==> src/rtl/alu_issue.sv <==
// Operand-issue / result-capture stage ahead of the multi-cycle MIPS ALU.
// Latches an instruction, decodes it to ALU Ctrl + operands, then captures C/Compare/overflow.
module alu_issue (
    input  logic        clk,
    input  logic        rst,
    input  logic        start,
    input  logic [31:0] instr,
    input  logic [31:0] rs_data,
    input  logic [31:0] rt_data,
    output logic [31:0] alu_a,
    output logic [31:0] alu_b,
    output logic [4:0]  alu_ctrl,
    input  logic [31:0] alu_c,
    input  logic        alu_compare,
    output logic [31:0] result,
    output logic        cmp_flag,
    output logic        is_branch,
    output logic        ovf,
    output logic        illegal,
    output logic        busy,
    output logic        done
);

    localparam logic [4:0] ALUOp_NOP  = 5'd0;
    localparam logic [4:0] ALUOp_ADD  = 5'd1;
    localparam logic [4:0] ALUOp_ADDU = 5'd2;
    localparam logic [4:0] ALUOp_SUB  = 5'd3;
    localparam logic [4:0] ALUOp_SUBU = 5'd4;
    localparam logic [4:0] ALUOp_AND  = 5'd5;
    localparam logic [4:0] ALUOp_OR   = 5'd6;
    localparam logic [4:0] ALUOp_XOR  = 5'd7;
    localparam logic [4:0] ALUOp_NOR  = 5'd8;
    localparam logic [4:0] ALUOp_SLT  = 5'd9;
    localparam logic [4:0] ALUOp_SLTU = 5'd10;
    localparam logic [4:0] ALUOp_SEQ  = 5'd11;
    localparam logic [4:0] ALUOp_SNE  = 5'd12;
    localparam logic [4:0] ALUOp_LEZ  = 5'd13;
    localparam logic [4:0] ALUOp_GTZ  = 5'd14;
    localparam logic [4:0] ALUOp_LTZ  = 5'd15;
    localparam logic [4:0] ALUOp_GEZ  = 5'd16;

    typedef enum logic [1:0] {
        IDLE   = 2'd0,
        DECODE = 2'd1,
        EXEC   = 2'd2,
        DONE   = 2'd3
    } state_t;

    state_t      state_r;
    logic [31:0] instr_r;
    logic [31:0] rs_r;
    logic [31:0] rt_r;
    logic        dec_branch_r;
    logic        dec_illegal_r;

    logic [5:0]  op_s;
    logic [5:0]  funct_s;
    logic [4:0]  rt_field_s;
    logic [15:0] imm_s;
    logic [31:0] sext_s;
    logic [31:0] zext_s;
    logic [4:0]  ctrl_s;
    logic [31:0] b_s;
    logic        branch_s;
    logic        illegal_s;
    logic        ovf_s;
    logic        unused_rs_field_s;

    assign op_s              = instr_r[31:26];
    assign rt_field_s        = instr_r[20:16];
    assign imm_s             = instr_r[15:0];
    assign funct_s           = instr_r[5:0];
    assign sext_s            = {{16{imm_s[15]}}, imm_s};
    assign zext_s            = {16'h0000, imm_s};
    assign unused_rs_field_s = ^instr_r[25:21];

    // Opcode/funct decode into ALU control, operand B and branch/illegal tags
    always_comb begin
        ctrl_s    = ALUOp_NOP;
        b_s       = 32'd0;
        branch_s  = 1'b0;
        illegal_s = 1'b0;
        case (op_s)
            6'h00: begin
                b_s = rt_r;
                case (funct_s)
                    6'h20:   ctrl_s = ALUOp_ADD;
                    6'h21:   ctrl_s = ALUOp_ADDU;
                    6'h22:   ctrl_s = ALUOp_SUB;
                    6'h23:   ctrl_s = ALUOp_SUBU;
                    6'h24:   ctrl_s = ALUOp_AND;
                    6'h25:   ctrl_s = ALUOp_OR;
                    6'h26:   ctrl_s = ALUOp_XOR;
                    6'h27:   ctrl_s = ALUOp_NOR;
                    6'h2A:   ctrl_s = ALUOp_SLT;
                    6'h2B:   ctrl_s = ALUOp_SLTU;
                    default: begin
                        b_s       = 32'd0;
                        illegal_s = 1'b1;
                    end
                endcase
            end
            6'h08: begin ctrl_s = ALUOp_ADD;  b_s = sext_s; end
            6'h09: begin ctrl_s = ALUOp_ADDU; b_s = sext_s; end
            6'h0A: begin ctrl_s = ALUOp_SLT;  b_s = sext_s; end
            6'h0B: begin ctrl_s = ALUOp_SLTU; b_s = sext_s; end
            6'h0C: begin ctrl_s = ALUOp_AND;  b_s = zext_s; end
            6'h0D: begin ctrl_s = ALUOp_OR;   b_s = zext_s; end
            6'h0E: begin ctrl_s = ALUOp_XOR;  b_s = zext_s; end
            6'h0F: begin ctrl_s = ALUOp_NOP;  b_s = {imm_s, 16'h0000}; end
            6'h23, 6'h2B: begin ctrl_s = ALUOp_ADDU; b_s = sext_s; end
            6'h04: begin ctrl_s = ALUOp_SEQ; b_s = rt_r; branch_s = 1'b1; end
            6'h05: begin ctrl_s = ALUOp_SNE; b_s = rt_r; branch_s = 1'b1; end
            6'h06: begin ctrl_s = ALUOp_LEZ; branch_s = 1'b1; end
            6'h07: begin ctrl_s = ALUOp_GTZ; branch_s = 1'b1; end
            6'h01: begin
                if (rt_field_s == 5'd0) begin
                    ctrl_s   = ALUOp_LTZ;
                    branch_s = 1'b1;
                end else if (rt_field_s == 5'd1) begin
                    ctrl_s   = ALUOp_GEZ;
                    branch_s = 1'b1;
                end else begin
                    illegal_s = 1'b1;
                end
            end
            default: illegal_s = 1'b1;
        endcase
    end

    // Signed overflow from the operands actually presented to the ALU this cycle
    always_comb begin
        ovf_s = 1'b0;
        if (alu_ctrl == ALUOp_ADD) begin
            ovf_s = (alu_a[31] == alu_b[31]) && (alu_c[31] != alu_a[31]);
        end else if (alu_ctrl == ALUOp_SUB) begin
            ovf_s = (alu_a[31] != alu_b[31]) && (alu_c[31] != alu_a[31]);
        end else begin
            ovf_s = 1'b0;
        end
    end

    // Issue FSM: latch, drive operands, capture ALU outputs, pulse done
    always_ff @(posedge clk) begin
        if (rst) begin
            state_r       <= IDLE;
            instr_r       <= 32'd0;
            rs_r          <= 32'd0;
            rt_r          <= 32'd0;
            dec_branch_r  <= 1'b0;
            dec_illegal_r <= 1'b0;
            alu_a         <= 32'd0;
            alu_b         <= 32'd0;
            alu_ctrl      <= ALUOp_NOP;
            result        <= 32'd0;
            cmp_flag      <= 1'b0;
            is_branch     <= 1'b0;
            ovf           <= 1'b0;
            illegal       <= 1'b0;
            busy          <= 1'b0;
            done          <= 1'b0;
        end else begin
            case (state_r)
                IDLE: begin
                    done <= 1'b0;
                    if (start) begin
                        instr_r <= instr;
                        rs_r    <= rs_data;
                        rt_r    <= rt_data;
                        busy    <= 1'b1;
                        state_r <= DECODE;
                    end else begin
                        busy    <= 1'b0;
                        state_r <= IDLE;
                    end
                end
                DECODE: begin
                    alu_a         <= rs_r;
                    alu_b         <= b_s;
                    alu_ctrl      <= ctrl_s;
                    dec_branch_r  <= branch_s;
                    dec_illegal_r <= illegal_s;
                    state_r       <= EXEC;
                end
                EXEC: begin
                    result    <= dec_branch_r ? 32'd0 : alu_c;
                    cmp_flag  <= dec_branch_r ? alu_compare : 1'b0;
                    is_branch <= dec_branch_r;
                    illegal   <= dec_illegal_r;
                    ovf       <= ovf_s;
                    done      <= 1'b1;
                    state_r   <= DONE;
                end
                DONE: begin
                    done    <= 1'b0;
                    busy    <= 1'b0;
                    state_r <= IDLE;
                end
                default: begin
                    done    <= 1'b0;
                    busy    <= 1'b0;
                    state_r <= IDLE;
                end
            endcase
        end
    end

endmodule

==> config.mk <==
export PLATFORM = sky130hd
export DESIGN_NAME = alu_issue
export DESIGN_NICKNAME = d
export VERILOG_FILES = /design/src/rtl/alu_issue.sv
export SDC_FILE = /design/constraint.sdc
export NUM_CORES = 1
export LEC_CHECK = 0
export BUFFER_PORTS_ARGS = -buffer_cell sky130_fd_sc_hd__buf_4
export CORE_MARGIN = 4
export CORE_UTILIZATION = 55
export DETAILED_ROUTE_END_ITERATION = 12
export PLACE_DENSITY_LB_ADDON = 0.1
export REMOVE_ABC_BUFFERS = 1
export SLEW_MARGIN = 20
export SYNTH_ARGS = -nofsm -noshare
export SYNTH_HDL_FRONTEND = slang
export SYNTH_SLANG_ARGS = --single-unit
==> constraint.sdc <==
create_clock -name clk -period 5.69 [get_ports clk]
set_clock_uncertainty 0.1 [all_clocks]
set_input_delay 1.138 -clock clk [delete_from_list [all_inputs] [get_ports clk]]
set_output_delay 1.138 -clock clk [all_outputs]
set_load 0.05 [all_outputs]
Word-level counts from Yosys, hierarchy flattened
Cells that the tools add are included.
Widths: inputs -> output; s select.
{ "totals": {"reg_bits": 207, "latch_bits": 0, "ram_bits": 0, "mem_bits_ro": 0, "inputBits": 132, "out_inout_bits": 107, "elab_cells": 88, "mem_count": 0} }
{ "classes": {"add_sub_neg": 0, "n_mul": 0, "div_mod_pow": 0, "magnitude_cmp": 0, "n_eq_ne": 34, "n_shift": 0, "muxes": 22, "n_bitwise": 0, "reduce_logical": 16} }
{ "op_table": {"columns": ["op", "count"], "rows": [
  ["$pmux 32 s5", 1],
  ["$eq 6x6->1 const B", 12],
  ["$pmux 5 s13", 1],
  ["$mux 32", 2],
  ["$eq 6x4->1 const B", 8],
  ["$pmux 4 s10", 1],
  ["$eq 6x3->1 const B", 4],
  ["$reduce_or 14->1", 1],
  ["$eq 5x1->1 const B", 2],
  ["$mux 1", 10],
  ["$mux 5", 2],
  ["$reduce_or 10->1", 1],
  ["$pmux 2 s4", 1],
  ["$eq 6x1->1 const B", 1],
  ["$logic_not 6->1", 1],
  ["$pmux 1 s2", 3],
  ["$reduce_or 3->1", 2],
  ["$reduce_or 6->1", 1],
  ["$eq 5x2->1 const B", 1],
  ["$logic_not 5->1", 1],
  ["$eq 2x2->1 const B", 2],
  ["$reduce_bool 2->1", 2],
  ["$reduce_or 2->1", 2],
  ["$reduce_or 4->1", 1],
  ["other kinds (7)", 9]
]} }

Logic depth before layout (Yosys ltp)
Gate-level depths: netlist of the first run.
{ "logic_depth": {"word_depth": 4, "depth_mapped": 8} }

Worst setup path before layout of the first run
Ideal clock, no wire load.
{ "synth_timing": {"path_kind": "input -> register", "start": "input port rst", "end": "register alu_b[10]", "arrival_ps": 2314, "t_required_ps": 5511, "path_slack_ps": 3197, "cell_stages": 4, "n_path_buf": 1, "path_cell_list": "nor4_1 > clkbuf_1 > a2bb2oi_1 > a22oi_1"} }
{ "synth_rtl": {"columns": ["item", "line", "rtl"], "rows": [
  ["start, declared", "5", "input logic rst,"],
  ["end signal, assigned", "179", "alu_b <= b_s;"],
  ["end, declared", "11", "output logic [31:0] alu_b,"]
]} }

Final worst setup path of the first run
{ "layout_timing": {"start": "register state_r[1]", "end": "register alu_b[30]"} }
{ "layout_between": {"elab_chain_len": 1} }
{ "layout_rtl": {"columns": ["item", "line", "rtl"], "rows": [
  ["start, declared", "49", "state_t state_r;"],
  ["start signal, assigned", "146", "state_r <= IDLE;"],
  ["start signal, assigned", "171", "state_r <= DECODE;"],
  ["start signal, assigned", "174", "state_r <= IDLE;"],
  ["$eq 2x1->1", "163", "case (state_r)"]
]} }
No other way between the ends.
A chain may end at the register's enable or synchronous reset.

==> flow_summary.toml, run 1 <==
[synthesis]
synthDistinctLibCells = 44
synthFlopType = "dfxtp_1"
synth_xor_area_share_pct = 0.327
synth-compound-area-share_pct = 16.8
synth-edff-count = 0
syn_avg_cell_area_um2 = 8.48
ys_seq_area_share_pct = 50.3
syn-cell-area_um2 = 8040
synth_top_family_by_area = "simple AND/OR/NAND/NOR gates"
yosysWarnings = 0
synthSimpleGateAreaFrac_pct = 22.9
postSynthCellCount = 948
synth.mux.area_fraction_pct = 4.75
synthAdderAreaFrac_pct = 0.779
async_reset_ff_share_pct = 0
synth-seq-cells = 202

[worst_setup_path]
r2r_setup_slack_ps = 2040
rr_worst_depth = 5
cp.arrival_ps = 3960
critPathTopFamily = "simple AND/OR/NAND/NOR gates"
slowest_delay_ps = 1020
cp.required_ps = 6000
r2r-end = "alu_b[30]"
timing.rr.start = "state_r[1]"
crit_path_start_kind = "flip-flop"
worstPathCellList = "inv_1, ha_4, nand4bb_2, nor3b_4, a221o_1"
worstSetupEndpointType = "flip-flop"
slowest_stage = "nor3b_4"
cp_max_fo = 60
worst-path-buf-inv = 1
worstSetupPathType = "flip-flop to flip-flop"

[die]
pin_count = 239
dieArea_um2 = 16600
core-area_um2 = 14100
initial_core_util_pct = 57.0
die-width_um = 129
rows = 43
dieHeight_um = 129

[timing]
fin_tns_setup_ps = 0
rsz0062_at_grt = "no"
fin_crit_ps = 3650
fmax_mhz = 274
worst_slew_pin_slew_ps = 1090
finalWorstSetupSlack_ps = 2040
slew_headroom_pct = 27.5
whs_ps = 351
finalHoldViolations = 0
setup_violations = 0
maxSlewViolCount = 0
post-route-period-util_pct = 64.1

[job]
drv_cap = 0

[routing]
drc = 0
wl_per_cell_um = 15.8
vias = 7125
wl_um = 20800
drt_iter0_markers = 428
dr.pass1.iters = 5
avgViaCountPerCell = 5.40
antenna_left = 0

[clocking]
clk_path_buf_depth = 3
cts.sinks = 202
hold_buffers = 0
cts_buffers = 21
htreeDepth = 1
cts_tree = "yes"
ctsResizeCount = 0
root_buffer = "clkbuf_16"
clk_latency_ps = 480
clk_pin_slew_ps = 60
post_cts_buffers = 0

[placement]
gp_congestion = 0.835
dpl.hpwl_um = 13300
dp_slack_ps = 2000
io_buffers = 233

[run_status]
status = "finished clean"

[min_path]
min_from = "instr_r[20]"
whs_endpoint = "instr_r[20]"
hold_path_class = "flip-flop to flip-flop"
hold_path_depth = 2

[layout]
area.growth.synth_to_final_pct = 29.6
antenna_cells = 0
n_fill_cell = 1115
drive_gt1_share_pct = 24.3
final_net_count = 1266

[pwr]
p_leak_nw = 4.29
ir_drop_mv = 0.241
p_per_area_nw_per_um2 = 324

[global_route]
grt_pass1_wl_um = 33100
grt_max_degree = 129
antenna_found_initial = 0
grt_pass1_vias = 6781
grt_usage_pct = 24.0
grt-ovfl-total = 0
## flip-flops by register name (all words and copies together), names as in the netlist
register,count
rt_r,32
rs_r,32
cmp_flag,1
alu_b,32
ovf,1
state_r,2
result,32
dec_illegal_r,1
instr_r,27
done,1
dec_branch_r,1
illegal,1
is_branch,1
busy,1
alu_ctrl,5
alu_a,32
## metal layers
layer	up-vias	part of all wire, %	track usage (%)
li1	3576	-	-
met1	3289	39	29.3
met2	224	49	41.0
met3	36	9.5	7.14
met4	0	2.7	7.29
met5	-	0	0
## through the flow
stage               total power, mW  area, um^2  std cells  util, %
finish                         3.38       10400       1320     73.9
global route                   3.53       10400       1320     73.9
CTS                            3.41       10400       1320     73.9
detailed placement             2.13        9770       1286     69.3
global placement               2.13        9770       1286     69.3
floorplan                      1.91        7720        869        -
## cell families (layout without fill, tap and decap cells)
kind of cell,Yosys count,count (layout)
AND/OR/NAND/NOR,401,401
adder cells (fa/ha/maj),5,5
AO/OA/AOI/OAI,216,216
XOR/XNOR,3,3
multiplexers,38,38
flip-flops,202,202
buffers and inverters,83,275
## where the power goes
| group | switching (mW) | internal [mW] | leakage (nW) |
|---|---|---|---|
| Clock | 0.516 | 0.760 | 0.312 |
| Combinational | 0.337 | 0.207 | 2.33 |
| Sequential | 0.0604 | 1.50 | 1.64 |
## layout make-up
class                      instances  area (um^2)  share of cell area (%)
sequential                       202         4040                    38.8
multi-input combinational        663         3700                    35.6
timing repair buffer             237         1780                    17.1
clock buffer                      29          586                    5.62
tap                              180          225                    2.16
clock inverter                     5         56.3                   0.541
inverter                           4         15.0                   0.144
## worst min-delay path, stage by stage, from the launching register on
cell and delay [ps]:
dfxtp_1 300, nand2_1 50, a21oi_1 50
## cells in the final DEF (no fill, tap or decap), types with 2 or more instances in the layout
master / instances
nand2_1: 208
nor4b_1: 5
nand3_1: 5
xor2_1: 3
a211oi_1: 18
clkinv_2: 2
and3b_1: 2
nor2b_1: 35
nor4_1: 3
clkbuf_16: 21
a221o_1: 16
dfxtp_1: 202
or3_1: 3
nor2_1: 82
clkbuf_1: 5
nand2b_1: 23
buf_4: 236
nor3b_1: 2
mux2i_1: 37
nor3_1: 2
a22oi_1: 17
clkbuf_8: 3
a21oi_1: 127
or4_1: 2
nand3b_1: 19
o21ai_0: 12
a2bb2oi_1: 16
inv_1: 4
ha_1: 4
a311oi_1: 2
## worst max-delay path by stage
stage / depth (start not counted) / end / startpoint / slack (ps)
6_report: 5 / alu_b[30] / state_r[1] / 2040
5_1_grt: 5 / alu_b[26] / state_r[1] / 1760
4_1_cts: 5 / alu_b[30] / state_r[1] / 1970
3_5_place_dp: 5 / alu_b[30] / state_r[1] / 2000
3_3_place_gp: 5 / alu_b[31] / state_r[1] / 2030
2_1_floorplan: 5 / alu_b[16] / state_r[1] / 1550
## synthesized netlist by cell type (4+ instances only)
master     count  area, um^2
a2bb2oi_1     16         140
a22oi_1       17         128
nor2b_1       36         225
a21oi_1      127         636
buf_1          4        15.0
nor4_1         4        25.0
ha_1           5        62.6
dfxtp_1      202        4040
nand3_1        5        25.0
nand3b_1      19         143
o21ai_0       12        60.1
nor4b_1        5        43.8
nand2_1      209         785
a211oi_1      18         135
mux2i_1       37         370
clkbuf_1      71         267
inv_1          4        15.0
nand2b_1      23         144
a221o_1       16         160
nor2_1        83         312
Note: power is estimated with default switching activity, not from simulation.
==> inputs of run 2 (changes only) <==
CORE_UTILIZATION = 51   (was 55)
clock period = 3.8 ns   (was 5.69 ns; I/O delays follow)
==> flow_summary.toml, run 2 (same netlist as run 1, synthesis figures left out) <==
[timing]
setup_violations = 0
rsz0062_at_grt = "no"
finalHoldViolations = 0
fin_crit_ps = 2800
fmax_mhz = 357
worst_slew_pin_slew_ps = 1030
whs_ps = 348
slew_headroom_pct = 31.6
post-route-period-util_pct = 73.8
maxSlewViolCount = 0

[worst_setup_path]
rr_worst_depth = 5
cp.required_ps = 4130
cp.depth = 5
cp_max_fo = 16
worstPathCellList = "or4_4, or3_1, o21ai_4, nor3b_4, a221o_1"
worst-path-buf-inv = 0
cp.arrival_ps = 3130
worstSetupEndpointType = "flip-flop"
slowest_delay_ps = 680
slowest_stage = "nor3b_4"
worstSetupPathType = "flip-flop to flip-flop"
crit_path_start_kind = "flip-flop"
critPathTopFamily = "simple AND/OR/NAND/NOR gates"

[global_route]
grt_usage_pct = 22.7
grt_pass1_wl_um = 34000
grt-ovfl-total = 0
grt_max_degree = 181
grt_pass1_vias = 6797
antenna_found_initial = 0

[min_path]
hold_path_depth = 2
hold_path_class = "flip-flop to flip-flop"

[pwr]
p_per_area_nw_per_um2 = 495
total_power_mw = 5.24
p_leak_nw = 4.35
ir_drop_mv = 0.321

[routing]
wl_um = 21200
wl_per_cell_um = 15.6
vias = 7164
dr.pass1.iters = 4
antenna_left = 0
drt_iter0_markers = 458
avgViaCountPerCell = 5.27
drc = 0

[clocking]
clk_latency_ps = 490
ctsResizeCount = 0
hold_buffers = 0
post_cts_buffers = 0
htreeDepth = 1
clk_pin_slew_ps = 60
cts_tree = "yes"
root_buffer = "clkbuf_16"
clk_path_buf_depth = 3
cts_buffers = 23
cts.sinks = 202

[layout]
final_cell_mix = "buf_4 (239), nand2_1 (208), dfxtp_1 (202)"
final_net_count = 1272
utilization_pct = 69.1
final_common_cell = "buf_4"
antenna_cells = 0
n_fill_cell = 1313
area.growth.synth_to_final_pct = 31.7
drive_gt1_share_pct = 24.9

[placement]
gp_congestion = 0.830
io_buffers = 233
dpl.hpwl_um = 13300

[die]
pin_count = 239
initial_core_util_pct = 52.5
rows = 45
dieHeight_um = 134
dieArea_um2 = 17800
die-width_um = 134
core-area_um2 = 15300

[job]
drv_cap = 0

[run_status]
status = "finished clean"
-- run 2: cell type report --
class                      instances  area (um^2)  share of cell area (%)
sequential                       202         4040                    38.2
multi-input combinational        663         3710                    35.1
timing repair buffer             241         1830                    17.2
clock buffer                      36          704                    6.66
tap                              211          264                    2.49
clock inverter                     3         21.3                   0.201
inverter                           4         15.0                   0.142
-- run 2: worst min-delay path: stages (launching register included) --
cell,delay (ps)
dfxtp_1,300
nand2_1,50
a21oi_1,50
-- run 2: worst paths after layout --
| kind | from | end | slack [ps] |
|---|---|---|---|
| max | instr_r[27] | alu_b[18] | 1000 |
| max reg2reg | instr_r[27] | alu_b[18] | 1000 |
| min | instr_r[18] | instr_r[18] | 350 |
| min reg2reg | instr_r[18] | instr_r[18] | 350 |
-- run 2: through the flow --
step | worst slack [ps] | TNS, ps | instance area, um^2 | std cells
2_1_floorplan | -339 | -5420 | 7720 | 869
5_1_grt | 856 | 0 | 10600 | 1360
3_5_place_dp | 1000 | 0 | 9850 | 1321
4_1_cts | 985 | 0 | 10600 | 1360
3_3_place_gp | 1040 | 0 | 9850 | 1321
6_report | 997 | 0 | 10600 | 1360
-- run 2: routing by layer --
metal | part of all wire [%] | wire length (um) | vias to the layer above | GRT usage [%]
li1 | - | - | 3602 | -
met1 | 43 | 9120 | 3305 | 29.6
met2 | 46 | 9840 | 231 | 37.2
met3 | 9.0 | 1900 | 26 | 6.80
met4 | 1.7 | 355 | 0 | 5.26
met5 | 0 | 0 | - | 0
-- run 2: power by group --
part	total, mW	switching [mW]	internal (mW)	leakage, nW
logic	0.831	0.516	0.315	2.35
clock network	2.08	0.815	1.26	0.355
registers	2.33	0.0862	2.24	1.64
